--- config.mk ---
export PLATFORM = sky130hd
export DESIGN_NAME = ms2xs_feeder
export DESIGN_NICKNAME = d
export VERILOG_FILES = /design/src/rtl/ms2xs_feeder.sv
export SDC_FILE = /design/constraint.sdc
export NUM_CORES = 1
export LEC_CHECK = 0
export CORE_MARGIN = 2
export CORE_UTILIZATION = 59
export CTS_CLUSTER_SIZE = 24
export DETAILED_ROUTE_END_ITERATION = 8
export PLACE_DENSITY = 0.83
export SETUP_SLACK_MARGIN = 0.3
export SYNTH_ARGS = -nofsm -noshare
export SYNTH_HDL_FRONTEND = slang
export SYNTH_SLANG_ARGS = --single-unit
--- constraint.sdc ---
create_clock -name clk -period 4.6 [get_ports clk]
set_input_delay 0.92 -clock clk [delete_from_list [all_inputs] [get_ports clk]]
set_output_delay 0.92 -clock clk [all_outputs]
set_load 0.02 [all_outputs]
--- src/rtl/ms2xs_feeder.sv ---
// Purpose : host-side feeder for the NTRU serial multiplier stream; sends N operand beats, collects N results.
// Latency : first beat the cycle after start; done = N + R + 2 cycles after start (R = RECV cycles before result tlast).
// Backpress: master beats held stable while m_tready is low; slave side always ready while in RECV.
//
// Ports:
//   clk, reset (async, active-low)
//   wr_en/wr_addr/wr_h/wr_r/wr_m : operand memory write port (honoured in IDLE only)
//   sel, start                   : IP select field (latched at start) and launch pulse
//   busy, done                   : activity flag and one-cycle completion pulse
//   err_short/err_long/err_timeout : sticky result-stream error flags, cleared by start
//   rd_addr/rd_data              : combinational result readback
//   m_t*                         : AXI4-Stream master towards the multiplier din
//   s_t*                         : AXI4-Stream slave from the multiplier dout
// Optional feature: define MS2XS_FEEDER_TIMEOUT_EN to enable the RECV idle watchdog.

module ms2xs_feeder #(
    parameter int D_WIDTH = 32,
    parameter int N       = 11,
    parameter int q       = 2048,
    parameter int TIMEOUT = 4096,
    localparam int QW     = $clog2(q - 1),
    localparam int AW     = $clog2(N - 1)
) (
    input  logic               clk,
    input  logic               reset,
    input  logic               wr_en,
    input  logic [AW-1:0]      wr_addr,
    input  logic [QW-1:0]      wr_h,
    input  logic [QW-1:0]      wr_r,
    input  logic [1:0]         wr_m,
    input  logic [1:0]         sel,
    input  logic               start,
    output logic               busy,
    output logic               done,
    output logic               err_short,
    output logic               err_long,
    output logic               err_timeout,
    input  logic [AW-1:0]      rd_addr,
    output logic [QW-1:0]      rd_data,
    output logic [D_WIDTH-1:0] m_tdata,
    output logic               m_tvalid,
    output logic               m_tlast,
    input  logic               m_tready,
    input  logic [D_WIDTH-1:0] s_tdata,
    input  logic               s_tvalid,
    input  logic               s_tlast,
    output logic               s_tready
);

    // Operand word layout {h, r, m} is exactly the low 2*QW+2 bits of a beat.
    localparam int OPW = 2 * QW + 2;
    localparam int CW  = $clog2(N + 1);

    localparam logic [1:0] IDLE = 2'd0;
    localparam logic [1:0] SEND = 2'd1;
    localparam logic [1:0] RECV = 2'd2;
    localparam logic [1:0] DONE = 2'd3;

    localparam logic [AW-1:0] LAST_IDX = AW'(N - 1);
    localparam logic [CW-1:0] N_C      = CW'(N);
    localparam logic [CW-1:0] NM1_C    = CW'(N - 1);
    localparam logic [AW:0]   N_A      = (AW + 1)'(N);

    logic [1:0]     state;
    logic [1:0]     sel_q;
    logic [AW-1:0]  snd_idx;
    logic [AW-1:0]  snd_nxt;
    logic [CW-1:0]  rcv_cnt;    // saturates at N; N means "beyond the last slot"
    logic           rcv_acc;

    logic [OPW-1:0] op_mem  [N];
    logic [QW-1:0]  res_mem [N];

    function automatic logic [D_WIDTH-1:0] pack(input logic [OPW-1:0] op, input logic [1:0] s);
        logic [D_WIDTH-1:0] b;
        b          = '0;
        b[25:24]   = s;
        b[OPW-1:0] = op;
        return b;
    endfunction

    assign busy    = (state != IDLE);
    assign done    = (state == DONE);
    assign snd_nxt = snd_idx + 1'b1;
    assign rcv_acc = (state == RECV) && s_tvalid;

    // Only s_tdata[QW-1:0] carries a coefficient.
    logic unused_sdata;
    assign unused_sdata = ^s_tdata[D_WIDTH-1:QW];

`ifdef MS2XS_FEEDER_TIMEOUT_EN
    localparam int TW = $clog2(TIMEOUT + 1);
    localparam logic [TW-1:0] TO_LAST = TW'(TIMEOUT - 1);
    logic [TW-1:0] wd_cnt;
`else
    localparam int unused_timeout = TIMEOUT;
    assign err_timeout = 1'b0;
`endif

    // Operand memory: frozen outside IDLE so the beats in flight cannot change.
    always_ff @(posedge clk) begin
        if (state == IDLE && wr_en && ({1'b0, wr_addr} < N_A)) begin
            op_mem[wr_addr] <= {wr_h, wr_r, wr_m};
        end
    end

    // Result memory: no reset, only slots actually received are meaningful.
    always_ff @(posedge clk) begin
        if (rcv_acc && (rcv_cnt < N_C)) begin
            res_mem[rcv_cnt[AW-1:0]] <= s_tdata[QW-1:0];
        end
    end

    assign rd_data = ({1'b0, rd_addr} < N_A) ? res_mem[rd_addr] : '0;

    always_ff @(posedge clk or negedge reset) begin
        if (!reset) begin
            state     <= IDLE;
            sel_q     <= 2'b00;
            snd_idx   <= '0;
            rcv_cnt   <= '0;
            m_tdata   <= '0;
            m_tvalid  <= 1'b0;
            m_tlast   <= 1'b0;
            s_tready  <= 1'b0;
            err_short <= 1'b0;
            err_long  <= 1'b0;
`ifdef MS2XS_FEEDER_TIMEOUT_EN
            err_timeout <= 1'b0;
            wd_cnt      <= '0;
`endif
        end else begin
            case (state)
                IDLE: begin
                    if (start) begin
                        sel_q     <= sel;
                        snd_idx   <= '0;
                        rcv_cnt   <= '0;
                        err_short <= 1'b0;
                        err_long  <= 1'b0;
`ifdef MS2XS_FEEDER_TIMEOUT_EN
                        err_timeout <= 1'b0;
`endif
                        // Beat 0 is preloaded so m_tvalid rises the cycle after start.
                        m_tdata  <= pack(op_mem[0], sel);
                        m_tvalid <= 1'b1;
                        m_tlast  <= (N == 1);
                        state    <= SEND;
                    end
                end
                SEND: begin
                    // m_tvalid is always high here, so m_tready alone is the handshake.
                    if (m_tready) begin
                        if (snd_idx == LAST_IDX) begin
                            m_tdata  <= '0;
                            m_tvalid <= 1'b0;
                            m_tlast  <= 1'b0;
                            s_tready <= 1'b1;
                            state    <= RECV;
`ifdef MS2XS_FEEDER_TIMEOUT_EN
                            wd_cnt   <= '0;
`endif
                        end else begin
                            snd_idx <= snd_nxt;
                            m_tdata <= pack(op_mem[snd_nxt], sel_q);
                            m_tlast <= (snd_nxt == LAST_IDX);
                        end
                    end
                end
                RECV: begin
                    if (s_tvalid) begin
                        if (rcv_cnt < N_C) begin
                            rcv_cnt <= rcv_cnt + 1'b1;
                        end else begin
                            err_long <= 1'b1;
                        end
                        if (s_tlast) begin
                            if (rcv_cnt < NM1_C) begin
                                err_short <= 1'b1;
                            end
                            s_tready <= 1'b0;
                            state    <= DONE;
                        end
                    end
`ifdef MS2XS_FEEDER_TIMEOUT_EN
                    if (s_tvalid) begin
                        wd_cnt <= '0;
                    end else if (wd_cnt == TO_LAST) begin
                        err_timeout <= 1'b1;
                        s_tready    <= 1'b0;
                        state       <= DONE;
                    end else begin
                        wd_cnt <= wd_cnt + 1'b1;
                    end
`endif
                end
                default: begin
                    state <= IDLE;
                end
            endcase
        end
    end

endmodule

# Yosys cells after proc, flatten, opt, wreduce, memory -nomap -nowiden
# Memories as Yosys holds them, arrays and structs flattened.
# Cells that the tools add are included.
# op_classes
muxes	42
reduce_logical	18
magnitude_cmp	4
add_sub_neg	2
n_eq_ne	14
# ops
cell	count
$mux 32	2
$pmux 32 s2	1
$mux 26	1
$mux 4	5
$mux 1	19
$lt 4x4->1 const B	4
$pmux 4 s2	2
$reduce_and 4->1	4
$reduce_and 5->1	3
$ne 2x2->1 const B	7
$mux 11	1
$mux 2	5
$pmux 1 s2	5
$add 4x1->4 const B	2
$eq 4x4->1 const B	2
$reduce_bool 2->1	4
$pmux 2 s3	1
$eq 2x2->1 const B	2
$logic_and 1x1->1	4
$ne 2x1->1 const B	2
$reduce_and 3->1	1
$eq 2x1->1 const B	1
$logic_not 2->1	1
$reduce_and 2->1	1
# totals
regBits	49
ramBits	385
output_inout_bits	51
word_cells	92
mem_count	2
# memory_table
name	words	word_bits	read_ports	rd_clocked_by_memory_dff	wr	line_no	source
op_mem	11	24	2	0	1	71	logic [OPW-1:0] op_mem [N];
res_mem	11	11	1	0	1	72	logic [QW-1:0] res_mem [N];

# Longest topological paths before layout
# logic_depth
depth_word	5
mapped_depth	10
depth_no_buf	6

# Worst setup path after synthesis
# Ideal clock, no wire load.
# synth_path
path_kind	input-to-reg
start	input port wr_addr[0]
end	memory op_mem[4][0] (netlist bit) (enable)
setup_time_ns	0.468
path_buffers	0
cell_stages	2
arrival_time_ns	3.461
setup_slack_ns	0.671
cell_sequence	nand2b_1 nor4_1
# synth_between
elab_chain_len	4
# synth_lines
item	line_no	source
start, declared	27	input logic [AW-1:0] wr_addr,
$lt 4x4->1	102	if (state == IDLE && wr_en && ({1'b0, wr_addr} < N_A)) begin
$logic_and 1x1->1	102	
$mux 1	102	
$mux 1 (implied by the code)	103	op_mem[wr_addr] <= {wr_h, wr_r, wr_m};
end, declared	71	
# Parallel ways exist; a longest one is shown, timed or not.

# Worst setup path in the final report
# layout_path
start	input port rd_addr[2]
end	output port rd_data[10]
# layout_between
elab_chain_len	2
# layout_lines
item	line_no	source
start, declared	38	input logic [AW-1:0] rd_addr,
$mem_v2 11x11 or $lt 4x4->1 (tied branches)	--	
$mux 11 (*)	114	assign rd_data = ({1'b0, rd_addr} < N_A) ? res_mem[rd_addr] : '0;
end, declared	39	output logic [QW-1:0] rd_data,
# Mark *: on every way between the ends. The rest lies on a longest branch, timed or not.

==> summary.txt <==
Detailed routing
  • Via density: 6.33
  • Drt pass-1 iters: 5
  • Vias post-DR: 10300
  • Residual DRC count: 0
  • Total Routed Length: 39.1 mm
  • 1st-iter DRT viols: 1077
  • DR WL/cell: 24.0 µm
  • Antenna Nets Post-Route: 0

Power and ir drop
  • LEAKAGE: 7.27 nW
  • Power density cells: 553 nW/µm²
  • Worst vdd ir: 0.465 mV

CTS
  • CTS max path bufs: 3
  • Post-CTS Setup Repair Bufs: 0
  • Reg clk slew, reported paths: 0.06 ns
  • CTS Root Cell: clkbuf_16
  • # H-tree levels: 2
  • Num CTS Buffers: 43
  • Num Clock Sinks: 428
  • CTS tree: built
  • Clock insertion delay at the later pin of the skew report: 0.55 ns

GRT
  • Largest net degree at the start of global routing: 75
  • Met3 Use GR: 3.93%
  • GRT Util Overall: 25.6%
  • Global-route wire length before repair: 59.9 mm
  • Antenna violations before repair: 1
  • Grt met1 use: 32.9%
  • Met2 GRT Util: 44.0%
  • GRT busiest layer: met2
  • Number of global-route vias before repair: 10400
  • GRT overflow: 0

Placement
  • Number of placed cells counting well taps: 1544
  • PortBufs: 95
  • Placed Area: 19000 µm²
  • DPL Wire Length: 21.7 mm
  • GP Congestion: 0.785

Worst setup path
  • Setup CP Type: input port to output pin
  • Crit path launch type: input port
  • CP Capture Type: output pin
  • Crit-path max FO: 14
  • FF-to-FF setup slack: 1.82 ns
  • CP arrival: 3.16 ns
  • Crit path required time: 3.68 ns

Layout
  • Final std cells w/o fill: 1625
  • Fraction of layout cells with a size suffix above 1: 12.0%
  • FILL cells: 1888
  • Final Net Count: 1284
  • Final Cell Area: 20300 µm²
  • Fin util: 68.9%
  • Area Overhead vs Synth: 15.5%

Synthesis
  • Post-synthesis cell type count: 49
  • Ys async rst share: 10.0%
  • Synth Warn #: 0
  • Register area share after synthesis: 71.8%
  • Synth Register Bits: 428
  • Syn Area/Cell: 15.9 µm²
  • Synth Cell Area: 17600 µm²
  • Post-Syn Instances: 1104
  • Area leader, netlist: edfxtp_1
  • Area contributors post-synth: edfxtp_1 66%, mux2i_1 8.9%, dfrtp_1 6.1%
  • Predominant post-synthesis flop cell: edfxtp_1
  • Proportion of netlist area held by the largest area contributor: 65.7%
  • Commonest cells in the netlist: 385 x edfxtp_1, 156 x mux2i_1, 98 x nand3_1, 43 x dfrtp_1, 43 x nand2_1
  • EDFF count, synth: 385
  • Count leader, synth: edfxtp_1

Timing
  • Period utilization: 88.7%
  • Setup TNS Final: 0 ns
  • Fmax: 245 MHz
  • WHS: 0.341 ns
  • Worst-Margin Slew: 1.06 ns
  • Setup-failing EPs final: 0
  • Final worst path period need: 4.08 ns
  • Max Clock Skew: 0.0141 ns
  • Worst rel slew slack: 29.6%
  • Unrepaired setup endpoints after global routing: no
  • Max-slew violation count: 0
  • Final hold viol count: 0

Floorplan
  • IO Count: 124
  • Rows: 63
  • Initial Util: 59.7%
  • Area of the core: 29500 µm²
  • Die ar.: 31200 µm²
  • Die height: 177 µm
  • Die width: 177 µm

Hold path
  • HP Class: input port to async pin

Flow run
  • Total of max-cap violations: 0

Status
  • Status: complete, no violations
## area by class of cell
class | count | area, µm² | share of cell area (%)
diodes | 2 | 5.00 | 0.0246
clock buffers | 64 | 1220 | 5.99
inverters | 9 | 33.8 | 0.166
multi-input cells | 589 | 4580 | 22.6
well taps | 390 | 488 | 2.40
clock inverters | 15 | 139 | 0.684
flip-flops and latches | 428 | 12600 | 62.2
repair buffers | 128 | 1210 | 5.97
## power breakdown
| part | leakage (nW) | internal [mW] | switching, mW | total [mW] |
|---|---|---|---|---|
| logic | 2.61 | 1.29 | 1.96 | 3.25 |
| registers | 4.01 | 4.48 | 0.163 | 4.64 |
| clock network | 0.655 | 1.95 | 1.38 | 3.33 |
## final timing paths
path | endpoint | cells past startpoint | startpoint
worst min-delay path | m_tdata[9]$_DFFE_PN0P_ | 1 | reset
worst min register to register | sel_q[1]$_DFFE_PN0P_ | 2 | sel_q[1]$_DFFE_PN0P_
worst max register to register | m_tdata[14]$_DFFE_PN0P_ | 6 | snd_idx[1]$_DFFE_PN0P_
min in group clk | sel_q[1]$_DFFE_PN0P_ | 2 | sel_q[1]$_DFFE_PN0P_
worst max-delay path | rd_data[10] | 6 | rd_addr[2]
max in group asynchronous | snd_idx[0]$_DFFE_PN0P_ | 2 | reset
## worst max-delay path, cell delays in order
cell and delay, ns:
clkdlybuf4s50_1 0.61, and2_1 0.40, a221oi_1 0.34, o21ai_0 0.15
o21ai_0 0.11, clkdlybuf4s50_1 0.63
## registers in the layout, summed over array words and instances, names as in the netlist, 2 cells and up
register and count:
op_mem 264, state 2, snd_idx 4, res_mem 121, sel_q 2, rcv_cnt 4
m_tdata 26
## routing by layer
metal	part of all wire, %	vias up
met5	0	-
met4	2.9	0
met3	8.3	98
met2	51	546
met1	37	5111
li1	-	4527
## repair_timing
action                     4_1_cts  5_1_grt
hold buffers                     0        0
setup endpoints to repair        0       11
gates resized for setup          0        1
## cells by family after synthesis
kind of cell               after synthesis  synth area share [%]
DFF                                    428                  71.8
and+or+nand+nor                        248                  7.67
muxes                                  170                  10.5
AOI/OAI and AO/OA                      149                  6.18
buffers and inverters                   93                  2.77
adders and majority gates               12                 0.853
xor gates and xnor gates                 3                 0.192
other                                    1                0.0213
## placed cells by master, fill, tap and decap left out, drive strengths merged, types with 3 or more instances in the layout
master,Yosys,routed
edfxtp,385,385
mux2i,156,156
nand3,98,98
clkdlybuf4s50,0,93
clkbuf,31,64
nand2,43,43
dfrtp,43,43
a21oi,40,40
buf,53,35
o21ai,34,34
nor4b,25,25
o211ai,25,25
nand4,24,24
o2111ai,24,24
nor2,19,19
and2,13,13
ha,12,12
mux4,11,11
a221oi,11,11
clkinv,1,11
inv,8,9
conb,1,7
nand2b,6,6
nor3,6,6
a31oi,4,4
nor2b,4,4
nor4,3,3
a22o,3,3
mux2,3,3
## metrics by stage
stage | power [mW] | setup WS [ns]
after floorplan | 6.95 | 0.671
after global placement | 7.82 | 0.476
after detailed placement | 7.94 | 0.365
after CTS | 11.3 | 0.364
after global routing | 11.6 | 0.346
final | 11.2 | 0.520
Power figures use the tool's default switching activity.
